## src/rtl/keypad_pkg.sv

```systemverilog
// Shared keypad definitions: matrix geometry, special key codes, debounce states
// and the combinational frame decoder used by keypad_scan.
package keypad_pkg;

    localparam int NUM_ROWS   = 4;
    localparam int NUM_COLS   = 3;
    localparam int FRAME_BITS = NUM_ROWS * NUM_COLS;

    localparam logic [3:0] KEY_STAR = 4'hA;
    localparam logic [3:0] KEY_ZERO = 4'hB;
    localparam logic [3:0] KEY_HASH = 4'hC;

    typedef enum logic [1:0] {
        IDLE,
        PRESS_WAIT,
        HELD,
        RELEASE_WAIT
    } kp_state_t;

    typedef enum logic [1:0] {
        FRAME_NONE,
        FRAME_ONE,
        FRAME_MULTI
    } frame_kind_t;

    typedef struct packed {
        frame_kind_t kind;
        logic [3:0]  code;
    } frame_result_t;

    // Frame bit r*NUM_COLS+c holds row r as seen while column c was driven.
    function automatic frame_result_t decode_frame(input logic [FRAME_BITS-1:0] frame);
        frame_result_t res;
        int unsigned   ones;
        res.kind = FRAME_NONE;
        res.code = '0;
        ones     = 0;
        for (int r = 0; r < NUM_ROWS; r++) begin
            for (int c = 0; c < NUM_COLS; c++) begin
                if (frame[r*NUM_COLS + c]) begin
                    ones++;
                    if (r == NUM_ROWS - 1) begin
                        res.code = (c == 0) ? KEY_STAR : (c == 1) ? KEY_ZERO : KEY_HASH;
                    end else begin
                        res.code = 4'(3*r + c + 1);
                    end
                end
            end
        end
        if (ones == 1) begin
            res.kind = FRAME_ONE;
        end else if (ones > 1) begin
            res.kind = FRAME_MULTI;
        end
        return res;
    endfunction

endpackage

```

## src/rtl/keypad_scan_if.sv

```systemverilog
// Keypad matrix pins plus the key report towards the game-state block.
interface keypad_scan_if;
    import keypad_pkg::*;

    logic                key_en;
    logic [NUM_ROWS-1:0] key_row;
    logic [NUM_COLS-1:0] key_col;
    logic [3:0]          key_data;
    logic                key_valid;
    logic                key_down;

    modport master (
        input  key_en, key_row,
        output key_col, key_data, key_valid, key_down
    );

    modport slave (
        output key_en, key_row,
        input  key_col, key_data, key_valid, key_down
    );

endinterface

```

## src/rtl/tick_gen.sv

```systemverilog
// Free-running divider: tick is high for one clk every DIV clks (when count is DIV-1).
module tick_gen #(
    parameter int DIV = 25000
) (
    input  logic clk,
    input  logic rst,
    output logic tick
);

    localparam int             CW   = (DIV > 1) ? $clog2(DIV) : 1;
    localparam logic [CW-1:0]  LAST = CW'(DIV - 1);

    logic [CW-1:0] count_reg;
    logic [CW-1:0] count_next;

    always_comb begin
        count_next = (count_reg == LAST) ? '0 : count_reg + 1'b1;
    end

    always_ff @(posedge clk) begin
        if (rst) begin
            count_reg <= '0;
        end else begin
            count_reg <= count_next;
        end
    end

    assign tick = (count_reg == LAST);

endmodule

```

## src/rtl/keypad_scan.sv

```systemverilog
// 4x3 keypad scanner: column drive, per-frame row sampling, frame decode and
// a press/release debounce FSM that emits one key_valid pulse per accepted press.
module keypad_scan
    import keypad_pkg::*;
#(
    parameter int SCAN_DIV        = 25000,
    parameter int DEBOUNCE_FRAMES = 4
) (
    input  logic          clk,
    input  logic          rst,
    keypad_scan_if.master kp
);

    localparam int               CNT_W      = $clog2(DEBOUNCE_FRAMES + 1);
    localparam logic [CNT_W-1:0] CNT_ACCEPT = CNT_W'(DEBOUNCE_FRAMES);
    localparam logic [CNT_W-1:0] CNT_ONE    = CNT_W'(1);
    localparam logic [1:0]       LAST_COL   = 2'(NUM_COLS - 1);

    logic tick;

    tick_gen #(.DIV(SCAN_DIV)) u_tick_gen (
        .clk  (clk),
        .rst  (rst),
        .tick (tick)
    );

    logic [1:0]            col_idx_reg, col_idx_next;
    logic [FRAME_BITS-1:0] frame_reg, frame_next, frame_base;
    logic                  frame_done_reg;
    logic                  frame_end;

    assign frame_end    = tick && (col_idx_reg == LAST_COL);
    assign col_idx_next = !tick ? col_idx_reg :
                          (col_idx_reg == LAST_COL) ? 2'd0 : col_idx_reg + 2'd1;

    // The completed frame is consumed one clk after frame_end, then cleared.
    assign frame_base = frame_done_reg ? '0 : frame_reg;

    for (genvar gi = 0; gi < FRAME_BITS; gi++) begin : g_slot
        localparam int ROW = gi / NUM_COLS;
        localparam int COL = gi % NUM_COLS;
        assign frame_next[gi] = (tick && col_idx_reg == 2'(COL)) ? kp.key_row[ROW]
                                                                 : frame_base[gi];
    end

    for (genvar gi = 0; gi < NUM_COLS; gi++) begin : g_col
        assign kp.key_col[gi] = (col_idx_reg == 2'(gi));
    end

    always_ff @(posedge clk) begin
        if (rst) begin
            col_idx_reg    <= '0;
            frame_reg      <= '0;
            frame_done_reg <= 1'b0;
        end else begin
            col_idx_reg    <= col_idx_next;
            frame_reg      <= frame_next;
            frame_done_reg <= frame_end;
        end
    end

    kp_state_t        state_reg, state_next;
    logic [3:0]       cand_reg, cand_next;
    logic [CNT_W-1:0] cnt_reg, cnt_next, cnt_inc;
    logic [3:0]       data_reg, data_next;
    logic             valid_reg, valid_next;
    logic             down_reg, down_next;
    frame_result_t    frame_res;

    assign frame_res = decode_frame(frame_reg);
    assign cnt_inc   = (cnt_reg == CNT_ACCEPT) ? cnt_reg : cnt_reg + 1'b1;

    always_comb begin
        state_next = state_reg;
        cand_next  = cand_reg;
        cnt_next   = cnt_reg;
        data_next  = data_reg;
        valid_next = 1'b0;
        down_next  = down_reg;
        if (frame_done_reg) begin
            case (state_reg)
                IDLE: begin
                    if (frame_res.kind == FRAME_ONE) begin
                        cand_next  = frame_res.code;
                        cnt_next   = CNT_ONE;
                        state_next = PRESS_WAIT;
                    end
                end
                PRESS_WAIT: begin
                    if (frame_res.kind == FRAME_ONE && frame_res.code == cand_reg) begin
                        cnt_next = cnt_inc;
                        if (cnt_inc == CNT_ACCEPT) begin
                            // Accepted with key_en low: consumed silently, never replayed.
                            state_next = HELD;
                            down_next  = 1'b1;
                            valid_next = kp.key_en;
                            if (kp.key_en) begin
                                data_next = cand_reg;
                            end
                        end
                    end else if (frame_res.kind == FRAME_ONE) begin
                        cand_next = frame_res.code;
                        cnt_next  = CNT_ONE;
                    end else begin
                        state_next = IDLE;
                    end
                end
                HELD: begin
                    if (frame_res.kind == FRAME_NONE) begin
                        cnt_next   = CNT_ONE;
                        state_next = RELEASE_WAIT;
                    end
                end
                RELEASE_WAIT: begin
                    if (frame_res.kind == FRAME_NONE) begin
                        cnt_next = cnt_inc;
                        if (cnt_inc == CNT_ACCEPT) begin
                            state_next = IDLE;
                            down_next  = 1'b0;
                        end
                    end else begin
                        state_next = HELD;
                    end
                end
                default: state_next = IDLE;
            endcase
        end
    end

    always_ff @(posedge clk) begin
        if (rst) begin
            state_reg <= IDLE;
            cand_reg  <= '0;
            cnt_reg   <= '0;
            data_reg  <= '0;
            valid_reg <= 1'b0;
            down_reg  <= 1'b0;
        end else begin
            state_reg <= state_next;
            cand_reg  <= cand_next;
            cnt_reg   <= cnt_next;
            data_reg  <= data_next;
            valid_reg <= valid_next;
            down_reg  <= down_next;
        end
    end

    assign kp.key_data  = data_reg;
    assign kp.key_valid = valid_reg;
    assign kp.key_down  = down_reg;

endmodule

```

## src/flat_wrapper.sv

```systemverilog
// flat-port wrapper written by rule: the top's interface ports become plain ports
module keypad_scan_flat import keypad_pkg::*;
#(
    parameter int SCAN_DIV        = 25000,
    parameter int DEBOUNCE_FRAMES = 4
)
  (clk, rst, kp_key_en, kp_key_row, kp_key_col, kp_key_data, kp_key_valid, kp_key_down);
  keypad_scan_if kp_i ();
  input  logic clk;
  input  logic rst;
  input wire logic [$bits(kp_i.key_en)-1:0] kp_key_en;
  input wire logic [$bits(kp_i.key_row)-1:0] kp_key_row;
  output wire logic [$bits(kp_i.key_col)-1:0] kp_key_col;
  output wire logic [$bits(kp_i.key_data)-1:0] kp_key_data;
  output wire logic [$bits(kp_i.key_valid)-1:0] kp_key_valid;
  output wire logic [$bits(kp_i.key_down)-1:0] kp_key_down;
  assign kp_i.key_en = kp_key_en;
  assign kp_i.key_row = kp_key_row;
  assign kp_key_col = kp_i.key_col;
  assign kp_key_data = kp_i.key_data;
  assign kp_key_valid = kp_i.key_valid;
  assign kp_key_down = kp_i.key_down;
  keypad_scan #(.SCAN_DIV(SCAN_DIV), .DEBOUNCE_FRAMES(DEBOUNCE_FRAMES)) u_core (.clk(clk), .rst(rst), .kp(kp_i));
endmodule
```

## config.mk

```make
export PLATFORM = sky130hd
export DESIGN_NAME = keypad_scan_flat
export DESIGN_NICKNAME = d
export VERILOG_FILES = /design/src/rtl/keypad_pkg.sv /design/src/rtl/keypad_scan_if.sv /design/src/rtl/tick_gen.sv /design/src/rtl/keypad_scan.sv /design/src/flat_wrapper.sv
export SDC_FILE = /design/constraint.sdc
export NUM_CORES = 1
export LEC_CHECK = 0
export ABC_AREA = 1
export CORE_ASPECT_RATIO = 0.5
export CORE_MARGIN = 5
export CORE_UTILIZATION = 35
export CTS_CLUSTER_DIAMETER = 200
export DETAILED_ROUTE_END_ITERATION = 12
export GPL_TIMING_DRIVEN = 0
export MAX_ROUTING_LAYER = met4
export REMOVE_ABC_BUFFERS = 1
export SLEW_MARGIN = 20
export SYNTH_ARGS = -nofsm -noshare
export SYNTH_HDL_FRONTEND = slang
export SYNTH_SLANG_ARGS = --single-unit
export TNS_END_PERCENT = 1
```

## constraint.sdc

```tcl
create_clock -name clk -period 6.01 [get_ports clk]
set_clock_uncertainty 0.05 [all_clocks]
set_input_delay 1.202 -clock clk [delete_from_list [all_inputs] [get_ports clk]]
set_output_delay 1.202 -clock clk [all_outputs]
set_load 0.02 [all_outputs]
```

After elaboration in Yosys (flattened, before gate mapping). Cells that the tools add are included.

Register bits: 45. Input bits: 7. Output and inout bits: 9. Word-level logic and storage cells: 133.

$add $sub $neg: 14. Magnitude comparators: 1. Equality and inequality tests: 21. Multiplexer cells: 62. Bitwise operators: 4. Reduce and logical (&&, ||, !) cells: 19.

Operators with widths (count): two-way mux 32 bit (11); adder 32 x 1 -> 32 bit (second input constant) (10); == test 32 x 1 -> 1 bit (second input constant) (1); greater-than comparator 32 x 1 -> 1 bit (second input constant) (1); two-way mux 4 bit (7); two-way mux 3 bit (9); two-way mux 2 bit (12); two-way mux 1 bit (18); adder 15 x 1 -> 15 bit (second input constant) (1); == test 15 bit (second input constant) (1); two-way mux 12 bit (1); != test 2 x 1 -> 1 bit (second input constant) (6); case mux 3 bit (4 select lines) (1); AND reduction 6 bit (2); nonzero test 2 bit (5); case mux 2 bit (4 select lines) (1); case mux 4 bit (2 select lines) (1); == test 2 x 1 -> 1 bit (second input constant) (3); == test 2 bit (second input constant) (3); == test 3 bit (second input constant) (2); logical NOT 2 bit (3); != test 3 bit (second input constant) (2); AND reduction 3 bit (2); AND reduction 5 bit (1); other kinds (11) (17).

Depth between registers and ports, before layout.
Depth after elaboration: 30. Gate-level depth with buffers: 46. Depth with buffers taken out: 46.

Modules after synthesis. From an unflattened synthesis, not the netlist that was laid out.

Cells, all modules: 600. Area total of the unflattened synthesis: 3641.0 um^2.

By module, submodules not included: keypad_scan (times used 1, cells an instance 486, area each 2851.5 um^2, seq. area each 600.6 um^2); tick_gen (times used 1, cells an instance 114, area each 789.5 um^2, seq. area each 300.3 um^2).

Worst setup path after synthesis. OpenSTA, ideal clock, no wires.

Kind: register to register. Start point: register u_core.frame_reg[0]. End point: register u_core.cand_reg[0]. Library setup time: 0.113 ns. Arrival: 6.298 ns. Data required time: 5.847 ns. Slack: -0.451 ns. Stages on the path, launching flop included: 44. Buffers on the path: 0. Clock period less this slack: 6.461 ns. Path through: dfxtp_1 -> inv_1 -> ha_1 -> nand2_2 -> clkinv_1 -> nor2_2 -> nand2_1 -> nand3_1 -> nand2_1 -> inv_1 -> ha_1 -> nand2_1 -> nand2_1 -> ha_1 -> or2_2 -> and2_1 -> ha_1 -> nand2_1 -> [... 8 more ...] -> ha_1 -> nand2_1 -> nand2_1 -> ha_1 -> nand2_1 -> nand2_1 -> ha_1 -> or2_2 -> o21ai_0 -> nand2_1 -> nor2_4 -> inv_1 -> nor2_4 -> nand2_2 -> a21oi_4 -> nand2_1 -> nand2_1 -> nor2_1.

Cells in the longest elaborated chain, start to end: 30. Elaborated cells on any way between the ends: 47. Classes of those cells: add/sub (11); order compare (1); eq/ne (4); mux (29); reduce/logical (2).

RTL lines: from (decl) (RTL line keypad_scan.sv:28) `logic [FRAME_BITS-1:0] frame_reg, frame_next, frame_base;`; from (signal assigned) (RTL line keypad_scan.sv:57) `frame_reg <= frame_next;`; two-way mux 1 bit (RTL line keypad_pkg.sv:40) `if (frame[r*NUM_COLS + c]) begin`; adder 1 x 1 -> 2 bit (RTL line keypad_pkg.sv:41) `ones++;`; two-way mux 32 bit (RTL line keypad_pkg.sv:40); adder 32 x 1 -> 32 bit (RTL line keypad_pkg.sv:41); two-way mux 32 bit (RTL line keypad_pkg.sv:40); adder 32 x 1 -> 32 bit (RTL line keypad_pkg.sv:41); two-way mux 32 bit (RTL line keypad_pkg.sv:40); adder 32 x 1 -> 32 bit (RTL line keypad_pkg.sv:41); [... 14 more ...]; two-way mux 32 bit (RTL line keypad_pkg.sv:40); greater-than comparator 32 x 1 -> 1 bit (RTL line keypad_pkg.sv:52) `end else if (ones > 1) begin`; two-way mux 2 bit (RTL line keypad_pkg.sv:52); two-way mux 2 bit (RTL line keypad_pkg.sv:50) `if (ones == 1) begin`; == test 2 x 1 -> 1 bit (RTL line keypad_scan.sv:83, keypad_scan.sv:90, keypad_scan.sv:101); two-way mux 4 bit / logical AND 1 bit (equally long branches) (RTL line keypad_scan.sv:83, keypad_scan.sv:101, keypad_scan.sv:90); two-way mux 4 bit / != test 2 bit (equally long branches); case mux 4 bit (2 select lines) / AND reduction 3 bit (equally long branches); to (signal assigned) (RTL line keypad_scan.sv:140) `cand_reg <= cand_next;`; to (decl) (RTL line keypad_scan.sv:63) `logic [3:0] cand_reg, cand_next;`.

Several ways; a longest one is shown, not always the timed one. The select of a mux whose other input is x is not followed. A chain may end at the register's enable or synchronous reset.

Final worst setup path.
Start point: register u_core.frame_reg[0]. End point: register u_core.data_reg[3], in the netlist u_core.kp.key_data[3].

Cells in the longest elaborated chain, start to end: 29. Elaborated cells on any way between the ends: 43. Classes of those cells: add/sub (11); order compare (1); eq/ne (3); mux (26); reduce/logical (2).

RTL lines: two-way mux 1 bit (RTL line keypad_pkg.sv:40); adder 1 x 1 -> 2 bit (RTL line keypad_pkg.sv:41); two-way mux 32 bit (RTL line keypad_pkg.sv:40); adder 32 x 1 -> 32 bit (RTL line keypad_pkg.sv:41); two-way mux 32 bit (RTL line keypad_pkg.sv:40); adder 32 x 1 -> 32 bit (RTL line keypad_pkg.sv:41); two-way mux 32 bit (RTL line keypad_pkg.sv:40); adder 32 x 1 -> 32 bit (RTL line keypad_pkg.sv:41); [... 13 more ...]; adder 32 x 1 -> 32 bit (RTL line keypad_pkg.sv:41); two-way mux 32 bit (RTL line keypad_pkg.sv:40); greater-than comparator 32 x 1 -> 1 bit (RTL line keypad_pkg.sv:52); two-way mux 2 bit (RTL line keypad_pkg.sv:52); two-way mux 2 bit (RTL line keypad_pkg.sv:50); == test 2 x 1 -> 1 bit (RTL line keypad_scan.sv:90) `if (frame_res.kind == FRAME_ONE && frame_res.code == cand_reg) begin`; logical AND 1 bit * (RTL line keypad_scan.sv:90); AND reduction 5 bit (no source line) *; to (signal assigned) (RTL line keypad_scan.sv:142) `data_reg <= data_next;`; to (decl) (RTL line keypad_scan.sv:65) `logic [3:0] data_reg, data_next;`.

Mark *: on every way between the ends. The rest lies on a longest branch, timed or not.

==> flow_summary.ini <==
[logic_synthesis]
seq_area_frac_synth = 0.260
synth_top_area_frac = 0.260
synth_cells = 547
synth_seq_cells = 45
synthTopCellsByArea = dfxtp_1 26%, nand2_1 15%, inv_1 8.0%
yosys.area.top_type = dfxtp_1
syn_avg_cell_area_um2 = 6.32
synth_area_um2 = 3460
yosysWarnings = 0
synthDistinctLibCells = 40

[drt]
drt-total-wl_um = 9120
first_iter_violations = 210
wl_per_cell_um = 12.1
detail-route-antenna-nets = 0
route.detailed.drc = 0
drt_first_pass_iters = 5
vias_per_cell = 4.74
num_vias = 3581

[die]
core_um2 = 9540
io_pins = 16
rows = 25
start_util = 0.363
die_w_um = 151
die_area_um2 = 12100
chipHeight_um = 80.3

[worst_setup_path]
crit_required_ns = 6.13
cpMaxStageDelayCell = dfxtp_4
max_stage_delay_ns = 0.36
worst_setup_path_end_kind = flop
startpoint_type = flop
crit_fanout = 6
arrival_ns = 6.06
crit_type = flop to flop
r2r-start = u_core.frame_reg[0]$_SDFFE_PP0P_
worstRegToRegCells = 41
cp_common_cell = nand2_2
crit_start = u_core.frame_reg[0]$_SDFFE_PP0P_

[min_path]
worstHoldStart = u_core.u_tick_gen.count_reg[0]$_SDFF_PP0_
hold_depth = 1
hold_class = flop to flop

[finish]
fin_nets = 643
drive_above_1_share = 0.309
layout_commonest_cell = nand2_1
seqCellArea_um2 = 906
multi_input_area_um2 = 2620
largest_reg_flops = 15
final_util = 0.498
diodes = 0
area_growth_pct = 37.3
finalInstanceArea_um2 = 4750
final_cell_mix = 115 x nand2_1, 65 x inv_1, 59 x nor2_1, 54 x buf_4, 43 x dfxtp_1
fillers = 916

[status]
status = finished, final reports clean

[placement]
port_buffers = 15
gp_congestion = 0.837
post-place-ws_ns = -1.05
placedInstanceArea_um2 = 3760
dp_hpwl_um = 5930

[clocking]
htreeDepth = 2
clock-root-buffer = clkbuf_16
numClockSinks = 45
clk-insertion-delay-late_ns = 0.28
cts_made_buffers = 5
clk_pin_slew_ns = 0.07
cts_max_path_buffers = 2
cts_tree = yes

[sta]
fin_crit_sh = 0.989
hold_viol = 0
setup_viol = 0
drv_slew = 0
relSlewSlack = 0.520
worst_pin_slew_ns = 0.718
holdWs_ns = 0.400
rsz0062_at_grt = yes
period_minus_slack_ns = 5.95
fin_ws_ns = 0.0647
fmax_mhz = 168

[flow_run]
maxCapViolCount = 0

[grt]
gr-usage-all-layers = 0.155
globalRouteOverflowTotal = 0
grt_pass1_vias = 3525
grt_pass1_wl_um = 15400
antenna_found_initial = 0
grt_max_degree = 19

[pwr]
vdd_ir_drop_max_mv = 0.169
p_leak_nw = 2.13
p_total_mw = 0.625
power_density_nw_per_um2 = 131
worst max-delay path, delay by kind of cell (launching register included):
kind / cells / cell delay [ns]
AND/OR/NAND/NOR: 26 / 2.84
AO/OA/AOI/OAI: 2 / 0.22
buffers and inverters: 4 / 0.20
adder cells (fa/ha/maj): 9 / 2.16
flip-flops: 1 / 0.36
per-layer routing:
layer | part of all wire | up-vias | track usage
li1 | - | 1897 | -
met1 | 0.47 | 1620 | 0.190
met2 | 0.49 | 56 | 0.276
met3 | 0.032 | 8 | 0.0197
met4 | 0.0095 | 0 | 0.0316
met5 | 0 | - | -
power by group:
group          total (mW)  leakage (nW)  internal [mW]  switching [mW]
Sequential          0.301         0.364          0.299         0.00123
Clock               0.308        0.0810          0.197           0.111
Combinational      0.0161          1.68        0.00656         0.00956
Total               0.625          2.13          0.503           0.122
final timing paths:
| check | end | slack [ns] |
|---|---|---|
| worst max register to register | u_core.kp.key_data[3]$_SDFFE_PP0P_ | 0.06 |
| worst min-delay path | u_core.u_tick_gen.count_reg[0]$_SDFF_PP0_ | 0.40 |
| worst min register to register | u_core.u_tick_gen.count_reg[0]$_SDFF_PP0_ | 0.40 |
| worst max-delay path | u_core.kp.key_data[3]$_SDFFE_PP0P_ | 0.06 |
logic make-up after synthesis:
kind of cell               count (synthesis)  synth area share
and+or+nand+nor                          328             0.456
buffers and inverters                     85            0.0922
AOI/OAI and AO/OA                         63             0.109
DFF                                       45             0.260
adders and majority gates                 16            0.0579
xor gates and xnor gates                  10            0.0253
cell usage after synthesis, drive strengths merged:
| master | instances |
|---|---|
| a211oi | 1 |
| nand2b | 1 |
| nor3b | 2 |
| or2 | 5 |
| dfxtp | 45 |
| and2 | 1 |
| nand2 | 171 |
| nor3 | 7 |
| nor2 | 75 |
| o21a | 1 |
| o211ai | 1 |
| inv | 78 |
| o31ai | 1 |
| o22ai | 1 |
| clkinv | 2 |
| and3 | 1 |
| clkbuf | 5 |
| xor2 | 4 |
| nand3 | 46 |
| o32ai | 8 |
| nand4 | 8 |
| a21oi | 25 |
| xnor2 | 6 |
| o21ai | 25 |
| nor4 | 2 |
| nand3b | 9 |
| ha | 16 |
timing repair:
item,in CTS,in global routing
hold endpoints to repair,0,0
gates resized for setup,47,58
hold buffers,0,0
buffers inserted,62,5
pin swaps,39,54
setup endpoints to repair,15,15
cell type report:
| type | count | share of cell area |
|---|---|---|
| clock buffer | 6 | 0.0271 |
| clock inverter | 2 | 0.00816 |
| inverter | 80 | 0.0664 |
| multi-input combinational | 417 | 0.550 |
| sequential | 45 | 0.191 |
| tap | 135 | 0.0356 |
| timing repair buffer | 71 | 0.122 |
per-stage QoR:
stage                     TNS (ns)  std cells
after floorplan              -5.57        542
after global placement      -13.37        692
after detailed placement    -14.62        692
after CTS                        0        757
after global routing         -1.81        756
final                            0        756
Note: power is estimated with default switching activity, not from simulation.
